## src/rtl/bus_source_sequencer.sv

```systemverilog
`default_nettype none
// ============================================================================
// Module      : bus_source_sequencer
// Description : Converts a 5-bit bus source code into a one-hot drive enable.
//               Each drive is held for HOLD_CYCLES. Idle gap cycles are placed
//               between different sources.
// Revision    : 1.0 - initial release
// ============================================================================
module bus_source_sequencer #(
    parameter int NUM_SOURCES = 24,
    parameter int HOLD_CYCLES = 2,
    parameter int GAP_CYCLES  = 1
) (
    input  logic        clk,
    input  logic        clr_n,
    input  logic [4:0]  sel_code,
    input  logic        sel_valid,
    output logic        sel_ready,
    output logic [31:0] drive_en,
    output logic        drive_last,
    output logic        busy,
    output logic        bad_code
);

    localparam int c_MAX_CNT = (HOLD_CYCLES > GAP_CYCLES) ? HOLD_CYCLES : GAP_CYCLES;
    localparam int c_CNT_W   = (c_MAX_CNT > 1) ? $clog2(c_MAX_CNT) : 1;

    localparam logic [c_CNT_W-1:0] c_HOLD_LOAD = c_CNT_W'(HOLD_CYCLES - 1);
    localparam logic [c_CNT_W-1:0] c_GAP_LOAD  = c_CNT_W'(GAP_CYCLES - 1);
    localparam logic [c_CNT_W-1:0] c_CNT_ONE   = c_CNT_W'(1);
    localparam logic [5:0]         c_NUM_SRC   = 6'(NUM_SOURCES);

    localparam logic [1:0] c_IDLE  = 2'd0;
    localparam logic [1:0] c_DRIVE = 2'd1;
    localparam logic [1:0] c_GAP   = 2'd2;

    logic [1:0]         r_state;
    logic [c_CNT_W-1:0] r_cnt;
    logic [4:0]         r_code;
    logic [31:0]        r_drive_en;
    logic               r_drive_last;
    logic               r_busy;
    logic               r_bad_code;

    logic [1:0]         w_state_nxt;
    logic [c_CNT_W-1:0] w_cnt_nxt;
    logic [4:0]         w_code_nxt;
    logic               w_bad_nxt;
    logic               w_final;
    logic               w_legal;
    logic               w_accept;

    // Ready depends only on state and counter so the requester cannot loop back.
    assign w_final   = (r_cnt == '0);
    assign sel_ready = (r_state == c_IDLE) || ((r_state == c_DRIVE) && w_final);
    assign w_legal   = ({1'b0, sel_code} < c_NUM_SRC);
    assign w_accept  = sel_valid && sel_ready;

    always_comb begin
        w_state_nxt = r_state;
        w_cnt_nxt   = r_cnt;
        w_code_nxt  = r_code;
        w_bad_nxt   = 1'b0;
        case (r_state)
            c_IDLE: begin
                if (w_accept) begin
                    if (w_legal) begin
                        w_state_nxt = c_DRIVE;
                        w_cnt_nxt   = c_HOLD_LOAD;
                        w_code_nxt  = sel_code;
                    end else begin
                        w_bad_nxt = 1'b1;
                    end
                end
            end
            c_DRIVE: begin
                if (!w_final) begin
                    w_cnt_nxt = r_cnt - c_CNT_ONE;
                end else if (w_accept) begin
                    if (!w_legal) begin
                        w_state_nxt = c_IDLE;
                        w_bad_nxt   = 1'b1;
                    end else if (sel_code == r_code) begin
                        w_cnt_nxt = c_HOLD_LOAD;
                    end else begin
                        // The held code doubles as the pending code while in GAP.
                        w_state_nxt = c_GAP;
                        w_cnt_nxt   = c_GAP_LOAD;
                        w_code_nxt  = sel_code;
                    end
                end else begin
                    w_state_nxt = c_IDLE;
                end
            end
            c_GAP: begin
                if (!w_final) begin
                    w_cnt_nxt = r_cnt - c_CNT_ONE;
                end else begin
                    w_state_nxt = c_DRIVE;
                    w_cnt_nxt   = c_HOLD_LOAD;
                end
            end
            default: begin
                w_state_nxt = c_IDLE;
                w_cnt_nxt   = '0;
            end
        endcase
    end

    always_ff @(posedge clk or negedge clr_n) begin
        if (!clr_n) begin
            r_state      <= c_IDLE;
            r_cnt        <= '0;
            r_code       <= '0;
            r_drive_en   <= '0;
            r_drive_last <= 1'b0;
            r_busy       <= 1'b0;
            r_bad_code   <= 1'b0;
        end else begin
            r_state      <= w_state_nxt;
            r_cnt        <= w_cnt_nxt;
            r_code       <= w_code_nxt;
            r_drive_en   <= (w_state_nxt == c_DRIVE) ? (32'd1 << w_code_nxt) : 32'd0;
            r_drive_last <= (w_state_nxt == c_DRIVE) && (w_cnt_nxt == '0);
            r_busy       <= (w_state_nxt != c_IDLE);
            r_bad_code   <= w_bad_nxt;
        end
    end

    assign drive_en   = r_drive_en;
    assign drive_last = r_drive_last;
    assign busy       = r_busy;
    assign bad_code   = r_bad_code;

endmodule
`default_nettype wire
```

## config.mk

```make
export PLATFORM = sky130hd
export DESIGN_NAME = bus_source_sequencer
export DESIGN_NICKNAME = d
export VERILOG_FILES = /design/src/rtl/bus_source_sequencer.sv
export SDC_FILE = /design/constraint.sdc
export NUM_CORES = 1
export LEC_CHECK = 0
export ABC_AREA = 1
export CORE_ASPECT_RATIO = 1.2
export CORE_UTILIZATION = 40
export DETAILED_ROUTE_END_ITERATION = 6
export PLACE_DENSITY = 0.73
export SYNTH_ARGS = -nofsm -noshare
export SYNTH_HDL_FRONTEND = slang
export SYNTH_SLANG_ARGS = --single-unit
export TNS_END_PERCENT = 10
```

## constraint.sdc

```tcl
create_clock -name clk -period 2.4 [get_ports clk]
set_clock_uncertainty 0.05 [all_clocks]
set_input_delay 0.48 -clock clk [delete_from_list [all_inputs] [get_ports clk]]
set_output_delay 0.48 -clock clk [all_outputs]
set_load 0.05 [all_outputs]
```

==> results by group, run 1 <==
Outcome
  • Status: complete, no violations

Hold path
  • Worst hold path class: in2async

Global routing
  • Largest net degree at the start of global routing: 44
  • Vias in the first global route: 1412
  • Initial antenna violation count: 0
  • Global-route wire length before repair: 6.20 mm
  • Gr ovfl total: 0
  • GR Util All Layers: 16.4%

Clock tree
  • Clock transition at path regs: around 90 ps
  • H-tree depth: 2
  • CTS hold repair buffers: 0
  • CTS root buffer: clkbuf_8
  • CTS tree: built
  • Setup Fix Bufs, Post-CTS: 0
  • PostCTS Resize Cnt: 0
  • Sink Count: 43
  • CTS max path bufs: 2
  • CTS buffer count: 5
  • Worst-Skew Late Latency: 300 ps

Placement
  • Placed Area: 2390 µm²
  • Post-DP HPWL: 2.53 mm
  • Routability cong.: around 0.77
  • Setup WS pre-CTS: 165 ps
  • Number of port buffers: 43

Drt
  • DRT Pass-1 Iters: 4
  • DR vias/cell: 4.51
  • # DRC: 0
  • Routed Antenna Nets: 0
  • Via count: between 1000 and 1500
  • Total routed wirelength: 3.65 mm
  • WL per Instance: 11.9 µm
  • Initial DRC Count: 74

Cells and area
  • Final Util: 54.5%
  • Fraction of layout cells with a size suffix above 1: roughly a fifth
  • Most frequent cells in the layout: dfrtp_1 (43), clkdlybuf4s50_1 (42), nand2_1 (34), nor2_1 (31), inv_1 (23)
  • P&R area growth vs syn: 31.3%
  • N_diodes: 0
  • Final net count: approximately 260
  • Most common cell after layout, fill and taps aside: dfrtp_1
  • Fin area: 2500 µm²

Setup path
  • Worst path depth: 4
  • CP cell instances: nand2_2 > nand2_1 > inv_1 > clkdlybuf4s50_1
  • Crit-path leading delay family: buffers and inverters
  • Worst Path Arrival: around 1800 ps
  • CP startpoint kind: register
  • Slowest CP cell: clkdlybuf4s50_1
  • R2R depth: 9
  • Worst path max stage delay: about 780 ps
  • Setup crit end kind: primary output
  • Crit Path Category: reg2out
  • WP data required: 1870 ps
  • Worst-path fanout max: 6
  • Buffer and inverter count on the worst path: 2

Synthesis
  • Adder-Cell Fraction of Synth Area: 0%
  • Post-synthesis simple-gate area fraction: 30.6%
  • Compound-cell area share of the yosys netlist: 3.81%
  • Synth Area in XOR/XNOR: 0.919%
  • Yosys reg bits: 43
  • Share of the synthesized area in the top cell type: 56.4%
  • Netlist cell types: 22
  • Mux contribution to synthesized area: 0%
  • Syn_nets: 208
  • Ys Warns: 0
  • Main combinational cell family by area after synthesis: simple AND/OR/NAND/NOR gates
  • Mean Syn Cell Area: roughly 9.5 µm²
  • Largest area contributor in the netlist: dfrtp_1
  • Syn Std Cell Area: ~1900 µm²
  • Post-Synthesis Cells: 200
  • Post-synthesis sequential area ratio: roughly 56%
  • Synth area leaders: dfrtp_1 (56%), nand2_1 (6.7%), nor2_1 (6.1%)

Floorplan
  • Die area: ~5000 µm²
  • Die height: 77.6 µm
  • Die width: 65.0 µm
  • I/O pin count: 44
  • Initial Util: 41.5%
  • Core area: approximately 4600 µm²
  • Row cnt: 27

STA
  • Final hold viol count: 0
  • Period utilization: a little over nine tenths
  • Crit path time final: around 2300 ps
  • Setup ws final: roughly 110 ps
  • Endpoints failing setup: 0
  • Rel. slew slack: 63.2%
  • Max Clk Rate: 438 MHz
  • Unrepaired setup endpoints after global routing: false
  • Fin. max-slew vios: 0
  • Slew @ Worst Pin: 550 ps
  • Setup TNS: 0 ps

Power and ir drop
  • Power per Cell Area: 1100 nW/µm²
  • Leakage power: 1.22 nW
  • Worst-case vdd ir drop: roughly 550 µV

Job
  • Number of max-cap violations: 0
layer usage:
metal / global-route usage, % / up-vias / wire, µm
met4: 7.61 / 0 / 70
met1: 19.4 / 634 / 1590
li1: - / 697 / -
met3: 6.32 / 6 / 309
met2: 26.1 / 49 / 1680
met5: 0 / - / 0
registers in the layout, indices dropped and copies added (netlist names):
signal	cells
r_state	2
drive_en	32
r_cnt	1
bad_code	1
busy	1
r_code	5
drive_last	1
final timing paths:
| check | slack, ps | end | from |
|---|---|---|---|
| max | 110 | sel_ready | r_cnt$_DFF_PN0_ |
| min in group clk | 530 | drive_last$_DFF_PN0_ | r_state[0]$_DFF_PN0_ |
| max reg2reg | 730 | drive_en[15]$_DFF_PN0_ | r_cnt$_DFF_PN0_ |
| min reg2reg | 530 | drive_last$_DFF_PN0_ | r_state[0]$_DFF_PN0_ |
| min | 90 | drive_en[15]$_DFF_PN0_ | clr_n |
| max in group asynchronous | 2010 | r_code[4]$_DFF_PN0_ | clr_n |
cell type report:
class	instances	area (µm²)
sequential	43	1080
inverter	31	124
clock buffer	5	68.8
fill	440	2090
multi-input combinational	123	673
timing repair buffer	44	445
tap	58	72.6
clock inverter	3	43.8
worst register-to-register path, delay by kind of cell (launching register included):
| kind | cells | cell delay [ps] |
|---|---|---|
| flip-flops | 1 | 450 |
| AND/OR/NAND/NOR | 9 | 1100 |
where the power goes:
part | internal (W) | switching [W]
logic | 0.000359 | 0.000911
registers | 0.000845 | 0.0000845
clock network | 0.000310 | 0.000256
total | 0.00151 | 0.00125
synth_stat cells:
cell / number
nor2_1: 31
inv_4: 3
nand2_2: 6
o21ai_1: 3
nand2_1: 34
o21ai_0: 3
nor2_4: 3
buf_6: 3
or2_1: 1
nand3_2: 4
nand3_4: 1
a21oi_1: 2
o21ai_4: 2
nand3_1: 12
nor2_2: 13
xor2_1: 1
inv_2: 5
inv_1: 23
nand4_1: 1
xnor2_1: 1
dfrtp_1: 43
nand2_4: 5
stage by stage:
| stage | hold slack, ps | std cells | total power (W) |
|---|---|---|---|
| final | 85.3 | 307 | 0.00277 |
| after CTS | 90.2 | 307 | 0.00278 |
| after global placement | 420 | 299 | 0.00220 |
| after floorplan | 134 | 200 | 0.00195 |
| after detailed placement | 422 | 299 | 0.00222 |
| after global routing | 102 | 307 | 0.00293 |
cell families (layout without fill, tap and decap cells):
kind of cell,Yosys count,count (layout)
and+or+nand+nor,111,111
DFF,43,43
buffers and inverters,34,83
xor gates and xnor gates,2,2
AOI/OAI and AO/OA,10,10
No activity file was read; power rests on OpenSTA's default activity.
==> inputs of run 2 (changes only) <==
- CTS_CLUSTER_SIZE: unset -> 25
==> results of run 2 <==
Same layout as run 1: the final DEF is identical, and so are final timing and power.
